<file path="src/rtl/layer_sequencer.sv">
// Layer sequencer: reuses one LAYER_SIZE-neuron datapath across NUM_LAYERS layers,
// ping-ponging activations between two buffers and streaming the final vector out.
module layer_sequencer #(
  parameter int unsigned LAYER_SIZE = 3,
  parameter int unsigned BIT_SIZE   = 8,
  parameter int unsigned NUM_LAYERS = 2,
  localparam int unsigned AW = (LAYER_SIZE * NUM_LAYERS > 1) ? $clog2(LAYER_SIZE * NUM_LAYERS) : 1
) (
  input  logic                clk,
  input  logic                rst,
  input  logic                in_valid,
  output logic                in_ready,
  input  logic [BIT_SIZE-1:0] in_data,
  output logic                out_valid,
  input  logic                out_ready,
  output logic [BIT_SIZE-1:0] out_data,
  output logic                out_last,
  output logic                busy,
  output logic [AW-1:0]       w_addr,
  output logic                w_rd_en,
  output logic                neuron_rst,
  output logic                acc_en,
  output logic [BIT_SIZE-1:0] x,
  output logic                capture,
  output logic                shift_en,
  input  logic [BIT_SIZE-1:0] y
);
  localparam int unsigned KW = $clog2(LAYER_SIZE);
  localparam int unsigned LW = (NUM_LAYERS > 1) ? $clog2(NUM_LAYERS) : 1;
  localparam logic [KW-1:0] K_LAST = KW'(LAYER_SIZE - 1);
  localparam logic [LW-1:0] L_LAST = LW'(NUM_LAYERS - 1);

  typedef enum logic [2:0] {LOAD, CLEAR, ACCUM, CAPTURE, DRAIN, OUTPUT} state_t;

  state_t              state, state_nxt;
  logic [KW-1:0]       k, k_nxt, j, j_nxt;
  logic [LW-1:0]       layer, layer_nxt;
  logic                sel, sel_nxt;
  logic                load_we, drain_we;
  logic [AW-1:0]       base;
  logic [BIT_SIZE-1:0] buf_a [LAYER_SIZE];
  logic [BIT_SIZE-1:0] buf_b [LAYER_SIZE];

  // sel=0: buf_a holds the current layer input, buf_b collects its output
  assign base = AW'(layer) * AW'(LAYER_SIZE);
  assign busy = (state != LOAD);

  always_ff @(posedge clk) begin
    if (rst) begin
      state <= LOAD;
      k     <= '0;
      j     <= '0;
      layer <= '0;
      sel   <= 1'b0;
    end else begin
      state <= state_nxt;
      k     <= k_nxt;
      j     <= j_nxt;
      layer <= layer_nxt;
      sel   <= sel_nxt;
    end
  end

  always_ff @(posedge clk) begin
    if (load_we) buf_a[k] <= in_data;
    if (drain_we) begin
      if (sel) buf_a[k] <= y;
      else     buf_b[k] <= y;
    end
  end

  always_comb begin
    state_nxt  = state;
    k_nxt      = k;
    j_nxt      = j;
    layer_nxt  = layer;
    sel_nxt    = sel;
    load_we    = 1'b0;
    drain_we   = 1'b0;
    in_ready   = 1'b0;
    out_valid  = 1'b0;
    out_data   = '0;
    out_last   = 1'b0;
    w_addr     = '0;
    w_rd_en    = 1'b0;
    neuron_rst = 1'b0;
    acc_en     = 1'b0;
    x          = '0;
    capture    = 1'b0;
    shift_en   = 1'b0;
    unique case (state)
      LOAD: begin
        in_ready = 1'b1;
        if (in_valid) begin
          load_we = 1'b1;
          if (k == K_LAST) begin
            k_nxt     = '0;
            state_nxt = CLEAR;
          end else begin
            k_nxt = k + KW'(1);
          end
        end
      end
      CLEAR: begin
        neuron_rst = 1'b1;
        w_rd_en    = 1'b1;
        w_addr     = base;
        j_nxt      = '0;
        state_nxt  = ACCUM;
      end
      ACCUM: begin
        acc_en = 1'b1;
        x      = sel ? buf_b[j] : buf_a[j];
        // prefetch the next row so it lands with the next acc_en
        if (j == K_LAST) begin
          state_nxt = CAPTURE;
        end else begin
          w_rd_en = 1'b1;
          w_addr  = base + AW'(j) + AW'(1);
          j_nxt   = j + KW'(1);
        end
      end
      CAPTURE: begin
        capture   = 1'b1;
        k_nxt     = '0;
        state_nxt = DRAIN;
      end
      DRAIN: begin
        shift_en = 1'b1;
        drain_we = 1'b1;
        if (k == K_LAST) begin
          k_nxt   = '0;
          sel_nxt = ~sel;
          if (layer == L_LAST) begin
            state_nxt = OUTPUT;
          end else begin
            layer_nxt = layer + LW'(1);
            state_nxt = CLEAR;
          end
        end else begin
          k_nxt = k + KW'(1);
        end
      end
      OUTPUT: begin
        out_valid = 1'b1;
        out_data  = sel ? buf_b[k] : buf_a[k];
        out_last  = (k == K_LAST);
        if (out_ready) begin
          if (k == K_LAST) begin
            k_nxt     = '0;
            layer_nxt = '0;
            sel_nxt   = 1'b0;
            state_nxt = LOAD;
          end else begin
            k_nxt = k + KW'(1);
          end
        end
      end
      default: state_nxt = LOAD;
    endcase
  end
endmodule

</file>
<file path="config.mk">
export PLATFORM = sky130hd
export DESIGN_NAME = layer_sequencer
export DESIGN_NICKNAME = d
export VERILOG_FILES = /design/src/rtl/layer_sequencer.sv
export SDC_FILE = /design/constraint.sdc
export NUM_CORES = 1
export LEC_CHECK = 0
export BUFFER_PORTS_ARGS = -buffer_cell sky130_fd_sc_hd__buf_2
export CAP_MARGIN = 5
export CORE_MARGIN = 5
export CORE_UTILIZATION = 40
export DETAILED_ROUTE_END_ITERATION = 8
export GPL_TIMING_DRIVEN = 0
export PLACE_DENSITY_LB_ADDON = 0.05
export RECOVER_POWER = 50
export SLEW_MARGIN = 20
export SYNTH_ARGS = -nofsm -noshare
export SYNTH_HDL_FRONTEND = slang
export SYNTH_SLANG_ARGS = --single-unit
export TNS_END_PERCENT = 5
</file>
<file path="constraint.sdc">
create_clock -name clk -period 2.3 [get_ports clk]
set_input_delay 0.46 -clock clk [delete_from_list [all_inputs] [get_ports clk]]
set_output_delay 0.46 -clock clk [all_outputs]
set_load 0.005 [all_outputs]
</file>
* Word-level counts from Yosys, hierarchy flattened
Memory sizes are Yosys's and may differ from the RTL's. A register that Yosys moved wholly into a read port is not among the register bits.
Index checks and enable logic that the tools add are counted.
** Storage, ports and cells
- Bits in writable memories :: 48
- Latch bits :: 0
- Memories kept :: 2
- Output and inout bits :: 28
- Flip-flop bits (word level) :: 9
- Bits in read-only memories :: 0
** Cells by class
- Reduce and logical (&&, ||, !) cells :: 9
- Eq/ne operators :: 14
- Shifts and indexed selects :: 0
- Multiply operators :: 1
- Muxes and demuxes :: 55
- Add/subtract/negate cells :: 5
- Order comparisons :: 0
- Bitwise gates (word level) :: 2
- Div/mod/pow operators :: 0
** Memories
- buf_a :: words 3, bits a word 8, rd ports 2, clocked after Yosys merged registers in 2, wr ports 1, line 41 : logic [BIT_SIZE-1:0] buf_a [LAYER_SIZE];
- buf_b :: words 3, bits a word 8, rd ports 2, clocked after Yosys merged registers in 2, wr ports 1, line 42 : logic [BIT_SIZE-1:0] buf_b [LAYER_SIZE];
** Operator list (count)
- $mux 8 :: 5
- $mux 2 :: 12
- $mux 3 :: 8
- $mux 1 :: 23
- $pmux 3 s6 :: 1
- $ne 2x2->1 const B :: 7
- $pmux 2 s4 :: 1
- $eq 3x2->1 const B :: 2
- $eq 3x3->1 const B :: 2
- $pmux 1 s2 :: 3
- $pmux 3 s2 :: 1
- $reduce_and 6->1 :: 1
- $add 2x1->2 const B :: 2
- $eq 2x2->1 const B :: 2
- $pmux 2 s2 :: 1
- $reduce_and 4->1 :: 1
- $reduce_bool 2->1 :: 2
- $reduce_bool 4->1 :: 1
- $add 3x1->3 const B :: 1
- $add 3x2->3 :: 1
- $eq 3x1->1 const B :: 1
- $logic_not 3->1 :: 1
- $mul 1x2->3 const B :: 1
- $reduce_and 3->1 :: 1
- other kinds (5) :: 5

* Depth between registers and ports, before layout
- Depth after elaboration :: 6
- Gate-level depth with buffers :: 7
- Mapped depth without buffers :: 6

* Least setup slack after synthesis
No wires, ideal clock.
- Path type :: register to output
- From :: register j[0]
- To :: output w_addr[1]
- Required time :: 1840 ps
- Cell stages (with the launch flop) :: 7
- Path buffers :: 1
- Slack :: 218 ps
- Arrival time :: 1622 ps
- Path through :: dfxtp_1 -> inv_1 -> ha_1 -> or4b_1 -> buf_2 -> or3_1 -> o21ai_1
** Between the ends
- Longest elaborated chain between the ends :: 4
- Elaborated cells between the ends (all ways) :: 5
- Those cells by class :: add/sub (2); eq/ne (1); mux (2)
** Ends and longest elaborated chain
- start, declared :: line 36 : logic [KW-1:0] k, k_nxt, j, j_nxt;
- start signal, assigned :: line 58 : j <= j_nxt;
- $add 3x2->3 :: line 119 : w_addr = base + AW'(j) + AW'(1);
- $add 3x1->3 :: line 119
- $mux 3 (*) :: line 115 : if (j == K_LAST) begin
- $pmux 3 s2 (*) :: line 91 : unique case (state)
- end, declared :: line 19 : output logic [AW-1:0] w_addr,
Mark *: on every way between the ends. The rest lies on a longest branch, timed or not.

* Worst setup path after layout
- From :: register j[1]
- To :: output w_addr[1]
The elaborated chain is that of the path after synthesis.

==> impl_metrics.tcl <==
set metrics [dict create \
    status "finished with violations" \
    failed_checks "setup timing" \
    fin_crit_sh_pct 102 \
    cts.sinks 61 \
    power_density_nw_per_um2 1110 \
    max-cap-violations 0 \
    route.vias.total 2065 \
    synth_cell_types 39 \
    min_path_type "primary input to register" \
    crit_type "register to output port" \
    start_kind "register" \
    cts_max_path_buffers 2 \
    port_buffers 47 \
    reg2reg_slack_ns 0.25 \
    synth-seq-area-share_pct 56.7 \
    clkLatencyLatePin_ns 0.34 \
    vdd_drop_max_uv 551 \
    synthSimpleGateAreaFrac_pct 11.2 \
    finClkSkew_ns 0.00645 \
    antenna_found_initial 0 \
    synth_top_family_by_area "multiplexers" \
    synth_fa_ha_area_share_pct 0.834 \
    rr_worst_depth 5 \
    yosysTopAreaCellShare_pct 48.0 \
    min_from "y[6]" \
    cpMaxStageDelayCell "or4b_4" \
    grt_overflow_total 0 \
    crit_fanout 4 \
    synth_xor_area_share_pct 0.584 \
    r2r-end "buf_b[0][0]$_DFFE_PP_" \
    hold_end "buf_b[0][6]$_DFFE_PP_" \
    num_rows 31 \
    leakage_nw 1.39 \
    grtUsageTotal_pct 16.3 \
    ios 48 \
    setup_viol 2 \
    dr.pass1.iters 4 \
    wl_per_cell_um 18.6 \
    path_clk_slew_ns 0.07 \
    utilization_pct 51.0 \
    final.setup.tns_ns -0.0469 \
    start_util_pct 41.2 \
    power.total_mw 4.13 \
    grt_pass1_vias 2140 \
    core_um2 7290 \
    ys_async_sr_fraction_pct 0 \
    dp_cells 379 \
    detail_route.iter0.violations 135 \
    worst_pin_slew_ns 0.663 \
    synth_compound_area_share_pct 7.84 \
    placed_cell_area_um2 3400 \
    whs_path_depth 1 \
    yosys_warnings 0 \
    end_kind "output port" \
    slowest_delay_ns 0.50 \
    viasPerCell 5.20 \
    synth_edf_count 48 \
    design.die.area_um2 9340 \
    htree_num_levels 3 \
    fin_area_um2 3720 \
    required_ns 1.84 \
    fmax_mhz 428 \
    synth_common_cells "edfxtp_1 (48), nor2_1 (27), mux4_2 (16), dfxtp_1 (13), nor3_1 (12)" \
    yosys.area.top_type "edfxtp_1" \
    die_x_um 96.6 \
    worstReg2RegStart "state[2]$_SDFFE_PP0P_" \
    area_growth_pct 23.9 \
    finalCriticalPeriod_ns 2.34 \
    synth_mux_area_share_pct 19.1 \
    gp_congestion 0.763 \
    cts_buffers 9 \
    avgSynthCellArea_um2 13.1 \
    path_cells "ha_4, or4b_4, or3_1, o21ai_1, buf_2" \
    synth-seq-cells 61 \
    synth_flop_cell "edfxtp_1" \
    synth_most_common_cell "edfxtp_1" \
    cts_tree "done" \
    wirelength_um 7380 \
    synthTopCellsByArea "edfxtp_1 (48%), mux4_2 (12%), dfxtp_1 (8.7%)" \
    antenna_cells 0 \
    fin_cells 397 \
    worstPathArrival_ns 1.88 \
    fin_ws_ns -0.0365 \
    die_h_um 96.6 \
    slew_headroom_pct 55.5 \
    drc_errors 0 \
    syn-cell-area_um2 3000 \
    syn_nets 252 \
    grt_first_pass_wirelength_um 11500 \
    final_layout_size_suffix_gt1_share_pct 38.9 \
    grt_max_degree 11 \
    rsz0062_at_grt "yes" \
    root_buffer "clkbuf_8" \
    synthCells 230 \
    antenna_left 0 \
    drv_slew 0 \
    finalNetCount 315 \
    dp_hpwl_um 5100 \
    hold_viol 0 \
]
## worst max-delay path, delay by kind of cell, from the launching register on
kind | cells | cell delay, ns
AO/OA/AOI/OAI | 1 | 0.07
flip-flops | 1 | 0.36
buffers and inverters | 1 | 0.12
adder cells (fa/ha/maj) | 1 | 0.17
AND/OR/NAND/NOR | 2 | 0.82
## cell type report
type / count / area, µm²
buffer: 14 / 118
clock buffer: 10 / 128
clock inverter: 6 / 77.6
fill: 668 / 3570
inverter: 12 / 46.3
multi-input combinational: 142 / 1250
sequential: 61 / 1710
tap: 99 / 124
timing repair buffer: 53 / 270
## layer usage
metal  part of all wire [%]  GRT usage (%)
met2                     49           26.0
met3                    5.0           3.74
met1                     45           21.1
met4                    1.3           7.45
met5                      0              0
## kinds of logic (layout without fill, tap and decap cells)
kind of cell,Yosys count,after routing
xor+xnor,2,2
compound gates,34,34
buf+inv,27,95
mux,36,36
flops,61,61
fa+ha+maj,2,2
simple gates,68,68
## flip-flops by register name, indices dropped and copies added (netlist names), named ones only
name and cells:
buf_a 24, buf_b 24, state 3, j 2
k 2, layer 1, sel 1
## worst max-delay path by stage
stage                 startpoint                    end  slack [ns]
2_1_floorplan  j[0]$_SDFFE_PP0N_              w_addr[1]        0.22
3_3_place_gp    sel$_SDFFE_PP0P_  buf_b[0][1]$_DFFE_PP_       -0.64
3_5_place_dp    sel$_SDFFE_PP0P_  buf_a[2][4]$_DFFE_PP_       -0.19
4_1_cts        j[0]$_SDFFE_PP0N_              w_addr[1]       -0.16
5_1_grt        j[0]$_SDFFE_PP0N_              w_addr[1]       -0.11
6_report       j[1]$_SDFFE_PP0N_              w_addr[1]       -0.04
## what timing repair did
action,4_1_cts,5_1_grt
resized for setup,19,22
pin swaps,3,0
hold buffers,0,0
setup buffers,3,0
hold endpoints to repair,0,0
setup endpoints to repair,36,28
## metrics by stage
stage / setup slack, ns / hold WS [ns]
3_3_place_gp: -0.637 / 0.535
3_5_place_dp: -0.195 / 0.550
6_report: -0.0365 / 0.374
4_1_cts: -0.159 / 0.319
2_1_floorplan: 0.218 / 0.482
5_1_grt: -0.110 / 0.357
## power by group
part / internal [mW] / total [mW] / switching (mW)
logic: 0.752 / 1.57 / 0.814
registers: 1.44 / 1.56 / 0.119
clock network: 0.599 / 1.00 / 0.403
## cells in the final DEF (no fill, tap or decap), types with 2 or more instances in the layout
| cell | n |
|---|---|
| a211oi_1 | 7 |
| a21oi_1 | 6 |
| a31oi_1 | 2 |
| and2_1 | 6 |
| and2_4 | 2 |
| and3b_1 | 2 |
| buf_12 | 2 |
| buf_2 | 43 |
| buf_4 | 6 |
| buf_6 | 3 |
| bufinv_16 | 2 |
| clkbuf_1 | 12 |
| clkbuf_8 | 9 |
| clkinv_1 | 2 |
| clkinv_2 | 3 |
| dfxtp_1 | 9 |
| dfxtp_2 | 4 |
| edfxtp_1 | 48 |
| inv_1 | 10 |
| mux2_2 | 10 |
| mux2i_1 | 9 |
| mux4_2 | 16 |
| nand2_1 | 7 |
| nor2_1 | 25 |
| nor2_2 | 2 |
| nor3_1 | 10 |
| nor3_2 | 2 |
| o21a_1 | 8 |
| o21ai_1 | 2 |
| o21bai_1 | 2 |
Power figures use the tool's default switching activity.
